File: config.mk
export PLATFORM = sky130hd
export DESIGN_NAME = ps2_keyboard
export DESIGN_NICKNAME = d
export VERILOG_FILES = /design/src/rtl/ps2_keys.sv /design/src/rtl/ps2_rx.sv /design/src/rtl/ps2_keyboard.sv
export SDC_FILE = /design/constraint.sdc
export NUM_CORES = 1
export LEC_CHECK = 0
export BUFFER_PORTS_ARGS = -buffer_cell sky130_fd_sc_hd__clkbuf_2
export CELL_PAD_IN_SITES_DETAIL_PLACEMENT = 0
export CELL_PAD_IN_SITES_GLOBAL_PLACEMENT = 2
export CORE_ASPECT_RATIO = 1.25
export CORE_MARGIN = 1
export CORE_UTILIZATION = 30
export CTS_BUF_LIST = sky130_fd_sc_hd__clkbuf_4 sky130_fd_sc_hd__clkbuf_8 sky130_fd_sc_hd__clkbuf_16
export CTS_CLUSTER_DIAMETER = 40
export DETAILED_ROUTE_END_ITERATION = 8
export GPL_ROUTABILITY_DRIVEN = 0
export GPL_TIMING_DRIVEN = 0
export PLACE_DENSITY_LB_ADDON = 0.1
export SLEW_MARGIN = 40
export SYNTH_ARGS = -nofsm -noshare
export SYNTH_HDL_FRONTEND = slang
export SYNTH_SLANG_ARGS = --single-unit
File: constraint.sdc
create_clock -name clock -period 3.55 [get_ports clock]
set_clock_uncertainty 0.05 [all_clocks]
set_input_delay 0.1775 -clock clock [delete_from_list [all_inputs] [get_ports clock]]
set_output_delay 0.1775 -clock clock [all_outputs]
set_load 0.01 [all_outputs]
File: src/rtl/ps2_keys.sv
//==============================================================================
// Module      : ps2_keys (package)
// Description : Shared constants for the PS/2 keyboard front end: set-2 scan
//               codes, Hack key codes and the receiver state encoding.
// Revision    : 1.0 - initial release
//==============================================================================
`default_nettype none

package ps2_keys;

    // Prefix bytes
    localparam logic [7:0] SC_EXT   = 8'hE0;
    localparam logic [7:0] SC_BREAK = 8'hF0;

    // Single keys without a prefix
    localparam logic [7:0] SC_SPACE = 8'h29;
    localparam logic [7:0] SC_ENTER = 8'h5A;
    localparam logic [7:0] SC_BKSP  = 8'h66;
    localparam logic [7:0] SC_ESC   = 8'h76;

    // Letters A..Z in alphabetical order
    localparam logic [7:0] SC_LETTER [26] = '{
        8'h1C, 8'h32, 8'h21, 8'h23, 8'h24, 8'h2B, 8'h34, 8'h33, 8'h43,
        8'h3B, 8'h42, 8'h4B, 8'h3A, 8'h31, 8'h44, 8'h4D, 8'h15, 8'h2D,
        8'h1B, 8'h2C, 8'h3C, 8'h2A, 8'h1D, 8'h22, 8'h35, 8'h1A
    };

    // Digits 0..9
    localparam logic [7:0] SC_DIGIT [10] = '{
        8'h45, 8'h16, 8'h1E, 8'h26, 8'h25, 8'h2E, 8'h36, 8'h3D, 8'h3E, 8'h46
    };

    // Function keys F1..F12
    localparam logic [7:0] SC_FKEY [12] = '{
        8'h05, 8'h06, 8'h04, 8'h0C, 8'h03, 8'h0B,
        8'h83, 8'h0A, 8'h01, 8'h09, 8'h78, 8'h07
    };

    // E0-prefixed navigation keys, ordered to match Hack codes 130..139:
    // Left, Up, Right, Down, Home, End, PgUp, PgDn, Ins, Del
    localparam logic [7:0] SC_NAV [10] = '{
        8'h6B, 8'h75, 8'h74, 8'h72, 8'h6C, 8'h69, 8'h7D, 8'h7A, 8'h70, 8'h71
    };

    // Hack key codes (bases for the contiguous ranges)
    localparam logic [15:0] HK_SPACE = 16'd32;
    localparam logic [15:0] HK_ZERO  = 16'd48;
    localparam logic [15:0] HK_A     = 16'd65;
    localparam logic [15:0] HK_ENTER = 16'd128;
    localparam logic [15:0] HK_BKSP  = 16'd129;
    localparam logic [15:0] HK_LEFT  = 16'd130;
    localparam logic [15:0] HK_ESC   = 16'd140;
    localparam logic [15:0] HK_F1    = 16'd141;

    // Receiver FSM encoding
    localparam logic [1:0] ST_IDLE   = 2'd0;
    localparam logic [1:0] ST_DATA   = 2'd1;
    localparam logic [1:0] ST_PARITY = 2'd2;
    localparam logic [1:0] ST_STOP   = 2'd3;

endpackage

`default_nettype wire

File: src/rtl/ps2_rx.sv
//==============================================================================
// Module      : ps2_rx
// Description : PS/2 frame receiver: line synchronizers, clock glitch filter,
//               falling-edge strobe, frame FSM with parity/stop checks and
//               inactivity timeout.
// Revision    : 1.0 - initial release
//==============================================================================
`default_nettype none

module ps2_rx
    import ps2_keys::*;
#(
    parameter int FILTER_LEN = 4,
    parameter int TIMEOUT    = 2500
) (
    input  logic       clock,
    input  logic       reset,
    input  logic       ps2_clk,
    input  logic       ps2_data,
    output logic       byte_valid,
    output logic [7:0] rx_byte,
    output logic       frame_err
);

    localparam int FW = (FILTER_LEN > 1) ? $clog2(FILTER_LEN) : 1;
    localparam int TW = $clog2(TIMEOUT + 1);
    localparam logic [FW-1:0] FILT_LAST = FW'(FILTER_LEN - 1);
    localparam logic [TW-1:0] TO_LAST   = TW'(TIMEOUT - 1);
    localparam logic [TW-1:0] TO_MAX    = TW'(TIMEOUT);

    logic          r_clk_s1, r_clk_s2, r_dat_s1, r_dat_s2;
    logic          r_filt_clk;
    logic [FW-1:0] r_filt_cnt;
    logic [1:0]    r_state, w_state_nx;
    logic [2:0]    r_bit_cnt;
    logic [7:0]    r_shift;
    logic          r_parity;
    logic [TW-1:0] r_to_cnt;
    logic          w_strobe, w_timeout, w_frame_ok;

    // Two-stage synchronizers; both lines idle high
    always_ff @(posedge clock) begin
        if (!reset) begin
            r_clk_s1 <= 1'b1;
            r_clk_s2 <= 1'b1;
            r_dat_s1 <= 1'b1;
            r_dat_s2 <= 1'b1;
        end else begin
            r_clk_s1 <= ps2_clk;
            r_clk_s2 <= r_clk_s1;
            r_dat_s1 <= ps2_data;
            r_dat_s2 <= r_dat_s1;
        end
    end

    // Glitch filter: the filtered clock follows only after FILTER_LEN agreeing samples
    always_ff @(posedge clock) begin
        if (!reset) begin
            r_filt_clk <= 1'b1;
            r_filt_cnt <= '0;
        end else if (r_clk_s2 == r_filt_clk) begin
            r_filt_cnt <= '0;
        end else if (r_filt_cnt == FILT_LAST) begin
            r_filt_clk <= r_clk_s2;
            r_filt_cnt <= '0;
        end else begin
            r_filt_cnt <= r_filt_cnt + FW'(1);
        end
    end

    // Strobe fires in the cycle the filtered clock is about to go high->low
    assign w_strobe   = r_filt_clk && !r_clk_s2 && (r_filt_cnt == FILT_LAST);
    assign w_timeout  = (r_state != ST_IDLE) && !w_strobe && (r_to_cnt >= TO_LAST);
    assign w_frame_ok = r_dat_s2 && (^{r_shift, r_parity});

    // FSM state register
    always_ff @(posedge clock) begin
        if (!reset) r_state <= ST_IDLE;
        else        r_state <= w_state_nx;
    end

    // FSM next-state logic; a timeout overrides everything
    always_comb begin
        w_state_nx = r_state;
        if (w_timeout) begin
            w_state_nx = ST_IDLE;
        end else if (w_strobe) begin
            case (r_state)
                ST_IDLE:   if (!r_dat_s2) w_state_nx = ST_DATA;
                ST_DATA:   if (r_bit_cnt == 3'd7) w_state_nx = ST_PARITY;
                ST_PARITY: w_state_nx = ST_STOP;
                ST_STOP:   w_state_nx = ST_IDLE;
                default:   w_state_nx = ST_IDLE;
            endcase
        end
    end

    // FSM outputs: one-cycle byte/error indications as the stop bit resolves
    always_comb begin
        byte_valid = 1'b0;
        frame_err  = 1'b0;
        if (r_state == ST_STOP && w_strobe) begin
            if (w_frame_ok) byte_valid = 1'b1;
            else            frame_err  = 1'b1;
        end else if (w_timeout) begin
            frame_err = 1'b1;
        end
    end

    // Data path: LSB-first shift register, bit counter, parity capture
    always_ff @(posedge clock) begin
        if (!reset) begin
            r_shift   <= '0;
            r_bit_cnt <= '0;
            r_parity  <= 1'b0;
        end else if (w_strobe) begin
            case (r_state)
                ST_IDLE:   r_bit_cnt <= '0;
                ST_DATA: begin
                    r_shift   <= {r_dat_s2, r_shift[7:1]};
                    r_bit_cnt <= r_bit_cnt + 3'd1;
                end
                ST_PARITY: r_parity <= r_dat_s2;
                default:   ;
            endcase
        end
    end

    // Inactivity counter: held at 0 in IDLE, cleared by strobes, saturating
    always_ff @(posedge clock) begin
        if (!reset) begin
            r_to_cnt <= '0;
        end else if (r_state == ST_IDLE || w_strobe) begin
            r_to_cnt <= '0;
        end else if (r_to_cnt != TO_MAX) begin
            r_to_cnt <= r_to_cnt + TW'(1);
        end
    end

    assign rx_byte = r_shift;

endmodule

`default_nettype wire

File: src/rtl/ps2_keyboard.sv
//==============================================================================
// Module      : ps2_keyboard
// Description : PS/2 set-2 keyboard to Hack KBD register bridge. Tracks the
//               E0/F0 prefixes and the held key, and drives the Hack code of
//               the most recently pressed, still-held key.
// Revision    : 1.0 - initial release
//==============================================================================
`default_nettype none

module ps2_keyboard
    import ps2_keys::*;
#(
    parameter int FILTER_LEN = 4,
    parameter int TIMEOUT    = 2500
) (
    input  logic        clock,
    input  logic        reset,
    input  logic        ps2_clk,
    input  logic        ps2_data,
    output logic [15:0] key,
    output logic        frame_err
);

    logic        w_rx_valid, w_rx_err;
    logic [7:0]  w_rx_byte;
    logic [8:0]  w_code;
    logic [15:0] w_mapped;
    logic        r_ext, r_brk;
    logic [8:0]  r_held;
    logic [15:0] r_key;
    logic        r_frame_err;

    ps2_rx #(
        .FILTER_LEN (FILTER_LEN),
        .TIMEOUT    (TIMEOUT)
    ) u_rx (
        .clock      (clock),
        .reset      (reset),
        .ps2_clk    (ps2_clk),
        .ps2_data   (ps2_data),
        .byte_valid (w_rx_valid),
        .rx_byte    (w_rx_byte),
        .frame_err  (w_rx_err)
    );

    // {ext, scan} -> Hack code; 0 means the key is not mapped
    function automatic logic [15:0] map_code(input logic [8:0] code);
        logic [15:0] v;
        v = '0;
        if (!code[8]) begin
            for (int i = 0; i < 26; i++)
                if (code[7:0] == SC_LETTER[i]) v = HK_A + 16'(i);
            for (int i = 0; i < 10; i++)
                if (code[7:0] == SC_DIGIT[i]) v = HK_ZERO + 16'(i);
            for (int i = 0; i < 12; i++)
                if (code[7:0] == SC_FKEY[i]) v = HK_F1 + 16'(i);
            if (code[7:0] == SC_SPACE) v = HK_SPACE;
            if (code[7:0] == SC_ENTER) v = HK_ENTER;
            if (code[7:0] == SC_BKSP)  v = HK_BKSP;
            if (code[7:0] == SC_ESC)   v = HK_ESC;
        end else begin
            for (int i = 0; i < 10; i++)
                if (code[7:0] == SC_NAV[i]) v = HK_LEFT + 16'(i);
        end
        return v;
    endfunction

    assign w_code   = {r_ext, w_rx_byte};
    assign w_mapped = map_code(w_code);

    // Prefix tracking, held-key bookkeeping and the key register
    always_ff @(posedge clock) begin
        if (!reset) begin
            r_ext       <= 1'b0;
            r_brk       <= 1'b0;
            r_held      <= '0;
            r_key       <= '0;
            r_frame_err <= 1'b0;
        end else begin
            r_frame_err <= w_rx_err;
            if (w_rx_err) begin
                r_ext <= 1'b0;
                r_brk <= 1'b0;
            end else if (w_rx_valid) begin
                if (w_rx_byte == SC_EXT) begin
                    r_ext <= 1'b1;
                end else if (w_rx_byte == SC_BREAK) begin
                    r_brk <= 1'b1;
                end else begin
                    r_ext <= 1'b0;
                    r_brk <= 1'b0;
                    if (!r_brk) begin
                        if (w_mapped != 16'd0) begin
                            r_key  <= w_mapped;
                            r_held <= w_code;
                        end
                    end else if (w_code == r_held) begin
                        r_key <= '0;
                    end
                end
            end
        end
    end

    assign key       = r_key;
    assign frame_err = r_frame_err;

endmodule

`default_nettype wire

## Yosys cells after proc, flatten, opt, wreduce, memory -nomap -nowiden

Cells that the tools add are included.
W data, S select, Z words.

- Word-level logic and storage cells: 208
- Bits in registers: 61
- Output and inout port bits: 17
- Input bits: 4

- Multiplexer cells: 78
- $lt $le $gt $ge: 1
- $add $sub $neg: 3
- Reduce and logical (&&, ||, !) cells: 28
- Equal/unequal tests: 76
- Bitwise logic cells: 6

Operators by type and width:

| kind | count |
|---|---|
| $mux W16 | 64 |
| $eq A8 B6 Y1 const B | 23 |
| $eq A8 B7 Y1 const B | 21 |
| $eq A8 B5 Y1 const B | 7 |
| $eq A8 B3 Y1 const B | 4 |
| $eq A8 B4 Y1 const B | 4 |
| $eq A8 B8 Y1 const B | 3 |
| $reduce_bool A16 Y1 | 1 |
| $add A12 B1 Y12 const B | 1 |
| $ge A12 B12 Y1 const B | 1 |
| $ne A12 B12 Y1 const B | 1 |
| $reduce_and A2 Y1 | 6 |
| $reduce_and A6 Y1 | 2 |
| $eq A9 B9 Y1 | 1 |
| $reduce_xor A9 Y1 | 1 |
| $eq A8 B1 Y1 const B | 1 |
| $eq A8 B2 Y1 const B | 1 |
| $mux W1 | 8 |
| $mux W8 | 1 |
| $pmux W2 S4 | 1 |
| $mux W7 | 1 |
| $eq A2 B2 Y1 const B | 3 |
| $logic_and A1 B1 Y1 | 6 |
| $not A1 Y1 | 6 |
| 16 further kinds | 24 |

## Logic depth before layout (Yosys ltp)

Gate-level depths: netlist (run 1).

- Depth in word-level cells: 57
- Mapped depth: 12
- Mapped depth without buffers: 8

## By module

From an unflattened synthesis (run 1), not the netlist that was laid out.

- Cell total of the unflattened synthesis: 475
- Area total of the unflattened synthesis: 3986.3 sq um

By module, submodules not included:

| module | cells each | instances | seq. area each (sq um) | area each (sq um) |
|---|---|---|---|---|
| ps2_keyboard | 301 | 1 | 400.4 | 2381.0 |
| ps2_rx | 174 | 1 | 660.6 | 1605.3 |

## Least setup slack after synthesis (run 1)

OpenSTA, ideal clock, no wires.

- Path type: reg2reg
- Start point: register u_rx.r_shift[1] (netlist: u_rx.rx_byte[1])
- End point: register r_held[0]
- Slack: 1.097 ns
- Data arrival time: 2.275 ns
- Period minus slack after synthesis: 2.453 ns
- Required time: 3.372 ns
- Buffers on the path: 2
- Stages on the path, launching flop included: 11
- Setup time: 0.128 ns
- Cell sequence: dfxtp_1 -> buf_2 -> and4b_1 -> o211ai_1 -> a21oi_1 -> or4_4 -> a311o_1 -> a21oi_2 -> buf_6 -> mux2i_1 -> nor2_1

- Longest elaborated chain between the ends: 56
- Elaborated cells between the ends (all ways): 138
- Classes of those cells: eq/ne: 64; mux: 67; bitwise: 3; reduce/logical: 4

RTL lines:

| item | RTL line | source |
|---|---|---|
| start: declaration | ps2_rx.sv:36 | `logic [7:0] r_shift;` |
| start signal: assignment | ps2_rx.sv:120 | `r_shift <= {r_dat_s2, r_shift[7:1]};` |
| $eq A8 B5 Y1 | ps2_keyboard.sv:52 | `if (code[7:0] == SC_LETTER[i]) v = HK_A + 16'(i);` |
| $mux W7 | ps2_keyboard.sv:52 |  |
| $mux W16 (25 in a row) | ps2_keyboard.sv:52 |  |
| $mux W16 (10 in a row) | ps2_keyboard.sv:54 | `if (code[7:0] == SC_DIGIT[i]) v = HK_ZERO + 16'(i);` |
| $mux W16 (12 in a row) | ps2_keyboard.sv:56 | `if (code[7:0] == SC_FKEY[i]) v = HK_F1 + 16'(i);` |
| $mux W16 | ps2_keyboard.sv:57 | `if (code[7:0] == SC_SPACE) v = HK_SPACE;` |
| $mux W16 | ps2_keyboard.sv:58 | `if (code[7:0] == SC_ENTER) v = HK_ENTER;` |
| $mux W16 | ps2_keyboard.sv:59 | `if (code[7:0] == SC_BKSP) v = HK_BKSP;` |
| $mux W16 | ps2_keyboard.sv:60 | `if (code[7:0] == SC_ESC) v = HK_ESC;` |
| $mux W16 | ps2_keyboard.sv:50 | `if (!code[8]) begin` |
| $reduce_bool A16 Y1 | ps2_keyboard.sv:93 | `if (w_mapped != 16'd0) begin` |
| $reduce_and A6 Y1 (no source line) * | -- |  |
| end signal: assignment | ps2_keyboard.sv:95 | `r_held <= w_code;` |
| end: declaration | ps2_keyboard.sv:29 | `logic [8:0] r_held;` |

Every way passes the cells marked *; elsewhere a longest branch is shown, timed or not.
A chain may end at the register's enable or synchronous reset.

## Worst setup path after layout (run 1)

- Start point: register u_rx.r_shift[7] (netlist: u_rx.rx_byte[7])
- End point: register r_held[1]

The elaborated chain is that of the path after synthesis.

==> results of run 1 <==
-- through the flow --
step / setup WS (ps) / cell area (um^2) / std cells / hold slack [ps]
after floorplan: 1100 / 3780 / 474 / 201
after global placement: 122 / 4050 / 650 / 315
after detailed placement: 514 / 4060 / 650 / 314
after CTS: 500 / 4250 / 660 / 136
after global routing: 461 / 4250 / 660 / 163
final: 658 / 4250 / 660 / 141
-- power by group through the flow --
| stage | Sequential (mW) | Clock [mW] | Combinational (mW) |
|---|---|---|---|
| global placement | 0.612 | 0 | 0.0292 |
| CTS | 0.598 | 0.582 | 0.0311 |
| finish | 0.598 | 0.560 | 0.0309 |
| floorplan | 0.611 | 0 | 0.0212 |
| detailed placement | 0.612 | 0 | 0.0294 |
| global route | 0.598 | 0.604 | 0.0346 |
-- area by class of cell --
type                       count  area (um^2)  area share
sequential                    53         1060       0.249
timing repair buffer          14         80.1      0.0188
clock inverter                 3         46.3      0.0109
multi-input combinational    367         2310       0.544
tap                          164          205      0.0482
inverter                      11         41.3     0.00971
clock buffer                   5          125      0.0294
buffer                        43          382      0.0897
-- cells by family after synthesis --
kind of cell / share of synthesized area
mux: 0.0373
xor+xnor: 0.0690
buf+inv: 0.113
other cells: 0.000999
fa+ha+maj: 0.0333
flops: 0.283
simple gates: 0.305
compound gates: 0.159
-- layout by cell type, fill, tap and decap left out, types with 4 or more instances in the layout --
cell type,netlist,routed
sky130_fd_sc_hd__clkbuf_2,0,12
sky130_fd_sc_hd__xor2_1,15,15
sky130_fd_sc_hd__nor4_1,6,6
sky130_fd_sc_hd__xnor2_1,12,12
sky130_fd_sc_hd__buf_6,10,10
sky130_fd_sc_hd__and3_1,6,6
sky130_fd_sc_hd__o22ai_1,5,5
sky130_fd_sc_hd__nand4_1,10,10
sky130_fd_sc_hd__nand2b_1,9,9
sky130_fd_sc_hd__inv_1,10,10
sky130_fd_sc_hd__o211ai_1,8,8
sky130_fd_sc_hd__clkbuf_16,0,5
sky130_fd_sc_hd__buf_4,10,10
sky130_fd_sc_hd__nand2_1,59,59
sky130_fd_sc_hd__nor4b_1,6,5
sky130_fd_sc_hd__conb_1,1,8
sky130_fd_sc_hd__nor3_1,12,12
sky130_fd_sc_hd__dfxtp_1,53,53
sky130_fd_sc_hd__clkbuf_8,10,10
sky130_fd_sc_hd__nand3_1,21,21
sky130_fd_sc_hd__nor3b_1,5,4
sky130_fd_sc_hd__buf_2,6,6
sky130_fd_sc_hd__nor2_1,55,55
sky130_fd_sc_hd__a211oi_1,4,4
sky130_fd_sc_hd__mux2i_1,14,14
sky130_fd_sc_hd__a31oi_1,6,6
sky130_fd_sc_hd__ha_1,10,10
sky130_fd_sc_hd__a21oi_1,26,26
sky130_fd_sc_hd__clkbuf_1,7,7
sky130_fd_sc_hd__o21ai_0,12,12
-- path summary, 6_finish.rpt --
check	slack (ps)	to	cells past startpoint
max	660	r_held[1]	9
max reg2reg	660	r_held[1]	9
min	140	u_rx.r_clk_s1	2
min reg2reg	360	u_rx.r_dat_s2	1
-- sequential cells by signal (all words and copies together), names as in the netlist --
| signal | cells |
|---|---|
| frame_err | 1 |
| key | 8 |
| r_brk | 1 |
| r_ext | 1 |
| r_held | 9 |
| u_rx.r_bit_cnt | 3 |
| u_rx.r_clk_s1 | 1 |
| u_rx.r_clk_s2 | 1 |
| u_rx.r_dat_s1 | 1 |
| u_rx.r_dat_s2 | 1 |
| u_rx.r_filt_clk | 1 |
| u_rx.r_filt_cnt | 2 |
| u_rx.r_parity | 1 |
| u_rx.r_state | 2 |
| u_rx.r_to_cnt | 12 |
| u_rx.rx_byte | 8 |
-- per-layer routing --
layer,GRT usage,vias up,share of wire
met5,0,-,0
met4,0.108,0,0.028
met3,0.0219,26,0.030
met2,0.321,77,0.50
met1,0.239,1621,0.45
li1,-,1693,-
==> results.tsv, run 1 <==
metric	value	unit
worst max-slew margin expressed relative to the limit	0.476	
fraction of synthesis flops using an asynchronous set or reset pin	0	
Pins Over Slew Limit	0	
net total in the final layout	509	
Worst Setup End Kind	flip-flop	
fin crit share	0.815	
Max Clk Rate	346	MHz
Worst Path Max Fanout	10	
area share of the leading cell type in the synthesized netlist	0.283	
Clock Power Share	0.471	
RSZ-0062 raised after global routing	no	
switching share of power	0.206	
clock tree from TritonCTS	yes	
number of antenna violations at the first check in global routing	0	
fin crit period	2890	ps
total CTS buffers	5	
Worst setup startpoint	u_rx.rx_byte[7]	
Critical Path Max Stage Delay	640	ps
combined global-route utilization of all metal layers	0.193	
cell type with the largest total area after synthesis	sky130_fd_sc_hd__dfxtp_1	
CTS sink cnt	53	
largest cells by area after synthesis	sky130_fd_sc_hd__dfxtp_1 28%, sky130_fd_sc_hd__nand2_1 5.9%, sky130_fd_sc_hd__nor2_1 5.5%, sky130_fd_sc_hd__mux2i_1 3.7%, sky130_fd_sc_hd__clkbuf_8 3.7%	
CTS Buffer Depth	2	
leading cell type by number of instances after synthesis	sky130_fd_sc_hd__nand2_1	
total half-perimeter wirelength after legalization and detailed placement	8800	um
H-tree Lvls	2	
cells along the critical path	buf_4, nor4b_2, o211ai_1, o311a_1, a311o_1, a21oi_2, buf_6, mux2i_1, nor2_1	
cell at the root of the clock tree	sky130_fd_sc_hd__clkbuf_16	
post-synthesis register bit count	53	
most frequent cells after synthesis	59 x sky130_fd_sc_hd__nand2_1, 55 x sky130_fd_sc_hd__nor2_1, 53 x sky130_fd_sc_hd__dfxtp_1, 26 x sky130_fd_sc_hd__a21oi_1, 21 x sky130_fd_sc_hd__nand3_1	
Overflow after GRT	0	
Critical R2R Launch	u_rx.rx_byte[7]	
Initial DRC Count	174	
Synth cell types	69	
initial cell density of the core	0.309	
average via count per standard cell	5.18	
cell with the largest stage delay on the worst path	sky130_fd_sc_hd__nor4b_2	
Most used DFF post-synth	sky130_fd_sc_hd__dfxtp_1	
Top Ports	21	
worst path buffer plus inverter count	2	
routed wirelength normalized by instance count	18.0	um
WL final	11900	um
clock-pin slew on the worst setup and hold paths	70	ps
dominant delay contributor by cell family on the critical path	compound AO/OA/AOI/OAI gates	
post-synthesis cell count	467	
Post-synth EDFFs	0	
CORE AREA	12200	um^2
number of detailed-route iterations in the first pass	4	
data required time at the worst endpoint	3670	ps
transition time at the pin with the least slew margin	780	ps
power per standard cell area	279	nW/um^2
layout-stage area growth over the synthesis result	13.3	%
CP arrival	3010	ps
Post-Synthesis Mean Instance Area	8.04	um^2
CTS hold repair buffers	2	
post-CTS setup buffers	0	
number of placement rows	45	
remaining design rule violation count	0	
internal power component	943	uW
final core area utilization	0.350	
total negative setup slack	0	ps
vertical die dimension	127	um
Via Count	3417	
antenna diode count	0	
fill cell total of the finished layout	1329	
Setup-failing EPs final	0	
Hold Crit Class	input port to flip-flop	
hold violation count in the final report	0	
Reg power frac	0.503	
Hold Startpoint	reset	
clock network latency to the later pin of the worst-skew pair	300	ps
portion of total power attributed to combinational logic	0.026	
largest net degree at the start of global routing	18	
net switching power	245	uW
residual antenna-violating net count after detailed routing	0	
sequential cell area fraction in the yosys report	0.283	
number of buffers inserted by port buffering	12	
global-route wire length before repair	18900	um
ratio of cells with drive above 1 in the final layout	0.159	
VDD IR max	0.292	mV
run status	finished, final reports clean	
die area	13000	um^2
Worst Setup Path Type	flip-flop to flip-flop	
Final Power	1.19	mW
number of warning messages in the yosys log	0	
number of resized instances in the post-cts repair step	0	
width of the die	102	um
number of global-route vias before repair	3384	
total standard cell area after synthesis	3750	um^2
P_leak	1.59	nW
count of maximum capacitance violations	0	
startpoint type of the worst setup path	flip-flop	
Power figures use the tool's default switching activity.
==> run 2, diff against run 1 <==
==> constraint.sdc (replaced) <==
create_clock -name clock -period 2.5 [get_ports clock]
set_clock_uncertainty 0.05 [all_clocks]
set_input_delay 0.125 -clock clock [delete_from_list [all_inputs] [get_ports clock]]
set_output_delay 0.125 -clock clock [all_outputs]
set_load 0.01 [all_outputs]
==> run 2 against run 1 <==
Compared with the run above: the run now ends with negative setup slack left; cell count rose by 5.5%; cell area up 13%; non-clock buffer count is 36 higher; worst hold slack worse by 56 ps; core utilization grew 4.4 points; routed wire length is 7.0% higher; die area did not move; combinational power increased by 42%; critical endpoint is now r_held[0]; largest cell class unchanged.
==> results.tsv, run 2 (synthesis results as in run 1) <==
metric	value	unit	change
run status	complete, but fails checks		was finished, final reports clean
violations in the final reports	negative setup slack		
H-tree Lvls	2		unchanged
cells along the critical path	and4b_1, a21oi_2, nand2_1, or4_4, a311o_1, a21oi_2, buf_6, mux2i_1, nor2_1		was buf_4, nor4b_2, o211ai_1, o311a_1, a311o_1, a21oi_2, buf_6, mux2i_1, nor2_1
count of maximum capacitance violations	0		unchanged
portion of total power attributed to combinational logic	0.026		about the same
most common cell after layout, fill and taps aside	sky130_fd_sc_hd__nand2_1		unchanged
number of placement rows	45		unchanged
WL final	12700	um	was 11,900 um
Via Count	3623		was 3,417
Overflow after GRT	0		unchanged
net total in the final layout	545		was 509
Top cell by count, worst path	sky130_fd_sc_hd__a21oi_2		
CTS sink cnt	53		unchanged
Pins Over Slew Limit	0		unchanged
commonest cells after routing, fill and taps aside	59 x sky130_fd_sc_hd__nand2_1, 52 x sky130_fd_sc_hd__nor2_1, 47 x sky130_fd_sc_hd__dfxtp_1		was 59 x sky130_fd_sc_hd__nand2_1, 55 x sky130_fd_sc_hd__nor2_1, 53 x sky130_fd_sc_hd__dfxtp_1
number of detailed-route iterations in the first pass	5		was 4
global-route wire length before repair	20000	um	was 18,900 um
Reg power frac	0.500		was 0.503
clock tree from TritonCTS	yes		unchanged
layout-stage area growth over the synthesis result	27.7	%	was 13.3%
internal power component	1.33	mW	was 943 uW
power per standard cell area	351	nW/um^2	was 279 nW/um^2
VDD IR max	0.411	mV	was 0.292 mV
data required time at the worst endpoint	2620	ps	was 3670 ps
average via count per standard cell	5.21		was 5.18
register with the most flip-flops	u_rx.r_to_cnt		unchanged
vertical die dimension	127	um	unchanged
total half-perimeter wirelength after legalization and detailed placement	8800	um	unchanged
largest net degree at the start of global routing	18		unchanged
residual antenna-violating net count after detailed routing	0		unchanged
hold violation count in the final report	0		unchanged
worst max-slew margin expressed relative to the limit	0.632		was 0.476
Top Ports	21		unchanged
Hold WS	85.3	ps	was 141 ps
RSZ-0062 raised after global routing	yes		was no
cell with the largest stage delay on the worst path	sky130_fd_sc_hd__or4_4		was sky130_fd_sc_hd__nor4b_2
remaining design rule violation count	0		unchanged
Hold Crit Class	input port to flip-flop		unchanged
Worst Setup End Kind	flip-flop		unchanged
number of buffers inserted by port buffering	12		unchanged
fin crit period	2660	ps	was 2890 ps
Critical Path Max Stage Delay	530	ps	was 640 ps
clock-pin slew on the worst setup and hold paths	70	ps	about the same
switching share of power	0.208		was 0.206
Setup-failing EPs final	17		was 0
flip-flop count of the largest register, all copies and words added	12		unchanged
total CTS buffers	5		unchanged
CORE AREA	12200	um^2	unchanged
Worst Path Max Fanout	8		was 10
antenna diode count	0		unchanged
routed wirelength normalized by instance count	18.3	um	was 18.0 um
smallest setup slack after layout	-157	ps	was 658 ps
number of global-route vias before repair	3635		was 3,384
CP arrival	2780	ps	was 3010 ps
clock network latency to the later pin of the worst-skew pair	300	ps	about the same
startpoint type of the worst setup path	flip-flop		unchanged
combined global-route utilization of all metal layers	0.204		was 0.193
fin cells	696		was 660
width of the die	102	um	unchanged
top flop regs	u_rx.r_to_cnt: 12 flops, r_held: 9 flops		unchanged
Initial DRC Count	172		was 174
Worst Setup Path Type	flip-flop to flip-flop		unchanged
transition time at the pin with the least slew margin	543	ps	was 780 ps
net switching power	351	uW	was 245 uW
Max Clk Rate	376	MHz	was 346 MHz
die area	13000	um^2	unchanged
cell at the root of the clock tree	sky130_fd_sc_hd__clkbuf_16		unchanged
total placed cells including tap cells	650		unchanged
dominant delay contributor by cell family on the critical path	simple AND/OR/NAND/NOR gates		was compound AO/OA/AOI/OAI gates
ratio of cells with drive above 1 in the final layout	0.267		was 0.159
fin crit share	1.06		was 0.815
P_leak	1.84	nW	was 1.59 nW
initial cell density of the core	0.309		unchanged
number of antenna violations at the first check in global routing	0		unchanged
Clock Power Share	0.474		was 0.471
worst path buffer plus inverter count	1		was 2
CTS Buffer Depth	2		unchanged
[run 2: changes by cell type in the layout (fill, tap and decap cells not counted), sizes merged]
cell,delta
buf,+36
[run 2: power by group through the flow]
stage / logic (mW) / registers (mW) / clock network, mW
after floorplan: 0.0300 / 0.868 / 0
after global placement: 0.0414 / 0.868 / 0
after detailed placement: 0.0417 / 0.868 / 0
after CTS: 0.0441 / 0.843 / 0.827
after global routing: 0.0492 / 0.843 / 0.858
final: 0.0440 / 0.843 / 0.798
[run 2: stage by stage]
step           power (mW)  TNS (ps)  utilization  setup slack, ps  area, um^2
6_report             1.69     -1620        0.394             -157        4790
4_1_cts              1.71     -1410        0.386             -149        4690
5_1_grt              1.75     -3220        0.394             -246        4790
2_1_floorplan       0.898         0            -             46.9        3780
3_5_place_dp        0.910     -8210        0.334             -536        4060
3_3_place_gp        0.910    -14980        0.333             -928        4050
[run 2: path summary, 6_finish.rpt]
check	start	end	slack, ps	cells past startpoint
setup reg to reg	u_rx.rx_byte[7]	r_held[0]	-160	9
hold reg to reg	u_rx.r_dat_s1	u_rx.r_dat_s2	360	1
setup / recovery	u_rx.rx_byte[7]	r_held[0]	-160	9
hold / removal	reset	u_rx.r_clk_s1	90	2
[run 2: routing by layer]
| metal | wire, um | global-route usage | share of wire |
|---|---|---|---|
| met5 | 0 | 0 | 0 |
| met4 | 562 | 0.119 | 0.044 |
| met3 | 660 | 0.0246 | 0.052 |
| met2 | 6170 | 0.339 | 0.49 |
| met1 | 5320 | 0.250 | 0.42 |
[run 2: area by class of cell]
cell class	instances	area, um^2
fillers	1293	7370
inverters	11	43.8
plain buffers	41	405
clock buffers	5	125
clock inverters	3	46.3
repair buffers	52	397
multi-input cells	367	2490
well taps	164	205
flip-flops and latches	53	1080
[run 2: repair_timing]
action                                  in CTS  in global routing
cloned                                       3                  0
resized for setup                           60                  9
endpoints found under the setup margin      17                 17
pin swaps                                   18                  4
setup buffers                               28                  8
hold buffers                                 2                  0
hold endpoints to repair                     2                  0
==> run 3, diff against run 2 <==
==> constraint.sdc (replaced) <==
create_clock -name clock -period 2.5 [get_ports clock]
set_clock_uncertainty 0.05 [all_clocks]
set_input_delay 0.25 -clock clock [delete_from_list [all_inputs] [get_ports clock]]
set_output_delay 0.25 -clock clock [all_outputs]
set_load 0.01 [all_outputs]
==> run 3 against run 2 <==
Compared with the run above: the run still ends with negative setup slack left; sequential share of layout area grew 0.095 points; global-route usage is essentially flat; sequential cell count is the same; cell count shrank 0.29%; fmax shrank 0.25%; critical path depth grew 1; critical endpoint unchanged; largest cell class unchanged.
==> results.tsv, run 3 (synthesis results as in run 1) <==
metric	value	unit	change
CORE AREA	12200	um^2	unchanged
Final Power	1.68	mW	was 1.69 mW
smallest setup slack after layout	-163	ps	was -157 ps
total half-perimeter wirelength after legalization and detailed placement	8800	um	unchanged
VDD IR max	0.411	mV	about the same
commonest cells after routing, fill and taps aside	59 x sky130_fd_sc_hd__nand2_1, 52 x sky130_fd_sc_hd__nor2_1, 47 x sky130_fd_sc_hd__dfxtp_1		unchanged
fin cells	694		was 696
fill cell total of the finished layout	1296		was 1,293
Max Clk Rate	375	MHz	was 376 MHz
H-tree Lvls	2		unchanged
vertical die dimension	127	um	unchanged
Overflow after GRT	0		unchanged
Pins Over Slew Limit	0		unchanged
number of antenna violations at the first check in global routing	0		unchanged
clock-pin slew on the worst setup and hold paths	70	ps	about the same
ratio of cells with drive above 1 in the final layout	0.268		was 0.267
most common cell after layout, fill and taps aside	sky130_fd_sc_hd__nand2_1		unchanged
average via count per standard cell	5.22		was 5.21
CTS sink cnt	53		unchanged
P_leak	1.83	nW	was 1.84 nW
number of global-route vias before repair	3617		was 3,635
Hold Startpoint	ps2_clk		was reset
RSZ-0062 raised after global routing	yes		unchanged
clock network latency to the later pin of the worst-skew pair	300	ps	about the same
Register-to-Register Setup Slack	-160	ps	about the same
cell at the root of the clock tree	sky130_fd_sc_hd__clkbuf_16		unchanged
worst reg-to-reg path cell count	10		was 9
transition time at the pin with the least slew margin	551	ps	was 543 ps
top flop regs	u_rx.r_to_cnt: 12 flops, r_held: 9 flops		unchanged
Top Ports	21		unchanged
Worst Path Max Fanout	5		was 8
Critical R2R Launch	u_rx.rx_byte[1]		was u_rx.rx_byte[7]
CTS Buffer Depth	2		unchanged
Hold Path Sink	u_rx.r_clk_s1		unchanged
layout-stage area growth over the synthesis result	27.2	%	was 27.7%
remaining design rule violation count	0		unchanged
number of buffers inserted by port buffering	12		unchanged
Via Count	3624		was 3,623
Setup-failing EPs final	17		unchanged
area of the multi-input gates	2490	um^2	unchanged
startpoint type of the worst setup path	flip-flop		unchanged
die area	13000	um^2	unchanged
data required time at the worst endpoint	2620	ps	about the same
WL final	12700	um	about the same
count of maximum capacitance violations	0		unchanged
power per standard cell area	352	nW/um^2	was 351 nW/um^2
antenna diode count	0		unchanged
hold violation count in the final report	0		unchanged
combined global-route utilization of all metal layers	0.203		was 0.204
fin crit share	1.07		was 1.06
CP arrival	2780	ps	about the same
violations in the final reports	negative setup slack		unchanged
clock tree from TritonCTS	yes		unchanged
residual antenna-violating net count after detailed routing	0		unchanged
run status	complete, but fails checks		unchanged
Worst Setup Path Type	flip-flop to flip-flop		unchanged
routed wirelength normalized by instance count	18.2	um	was 18.3 um
register with the most flip-flops	u_rx.r_to_cnt		unchanged
initial cell density of the core	0.309		unchanged
total CTS buffers	5		unchanged
total placed cells including tap cells	650		unchanged
width of the die	102	um	unchanged
Hold Crit Class	input port to flip-flop		unchanged
Worst Setup End Kind	flip-flop		unchanged
number of stages on the worst hold path	2		unchanged
fin crit period	2660	ps	about the same
Initial DRC Count	172		unchanged
number of detailed-route iterations in the first pass	5		unchanged
worst max-slew margin expressed relative to the limit	0.627		was 0.632
net total in the final layout	543		was 545
Critical R2R Capture	r_held[0]		unchanged
global-route wire length before repair	19900	um	was 20,000 um
number of placement rows	45		unchanged
area taken by flip-flops and latches	1080	um^2	unchanged
flip-flop count of the largest register, all copies and words added	12		unchanged
largest net degree at the start of global routing	18		unchanged
Place WS	-536	ps	unchanged
==> run 3: cell types whose count changed in the layout (fill, tap and decap cells not counted) <==
cell	before	now
sky130_fd_sc_hd__dlygate4sd3_1	2	0
==> run 3: where the power goes <==
part	switching (mW)	total (mW)	internal (mW)
Combinational	0.0254	0.0413	0.0159
Clock	0.323	0.798	0.474
Sequential	0.00168	0.843	0.841
==> run 3: timing repair <==
item / CTS / global route
pin swaps: 18 / 4
endpoints found under the setup margin: 17 / 17
hold buffers: 0 / 0
setup buffers: 28 / 8
cloned: 3 / 0
gates resized for setup: 60 / 9
==> run 3: per-stage QoR <==
stage	TNS [ps]	hold slack [ps]	cell area (um^2)	utilization
after floorplan	0	273	3780	-
after global placement	-14980	343	4050	0.333
after detailed placement	-8210	342	4060	0.334
after CTS	-1410	71.0	4670	0.384
after global routing	-3220	81.9	4770	0.393
final	-1700	77.3	4770	0.393
==> run 3: final cells by class <==
cell class              instances  share of cell area
plain buffers                  41              0.0849
clock buffers                   5              0.0262
clock inverters                 3             0.00970
inverters                      11             0.00917
multi-input cells             367               0.522
flip-flops and latches         53               0.226
well taps                     164              0.0430
repair buffers                 50              0.0789
==> run 3: metal layers <==
metal,track usage,share of wire,up-vias
li1,-,-,1762
met1,0.249,0.42,1692
met3,0.0246,0.048,50
met4,0.119,0.048,0
met2,0.338,0.48,120
met5,0,0,-
==> run 3: critical path, cell delays in order, from the launching register on <==
cell	delay [ps]
sky130_fd_sc_hd__dfxtp_4	380
sky130_fd_sc_hd__buf_6	140
sky130_fd_sc_hd__and4b_1	190
sky130_fd_sc_hd__o211ai_1	210
sky130_fd_sc_hd__a21oi_2	120
sky130_fd_sc_hd__or4_4	440
sky130_fd_sc_hd__a311o_1	380
sky130_fd_sc_hd__a21oi_2	230
sky130_fd_sc_hd__buf_6	160
sky130_fd_sc_hd__mux2i_1	190
sky130_fd_sc_hd__nor2_1	50
==> run 3: worst max path at each step <==
stage,to,start,depth (start not counted)
CTS,r_held[1],u_rx.rx_byte[1],10
global route,r_held[4],u_rx.rx_byte[1],10
detailed placement,r_held[8],u_rx.rx_byte[6],11
global placement,r_held[2],u_rx.rx_byte[7],9
floorplan,r_held[0],u_rx.rx_byte[1],10
finish,r_held[0],u_rx.rx_byte[1],10
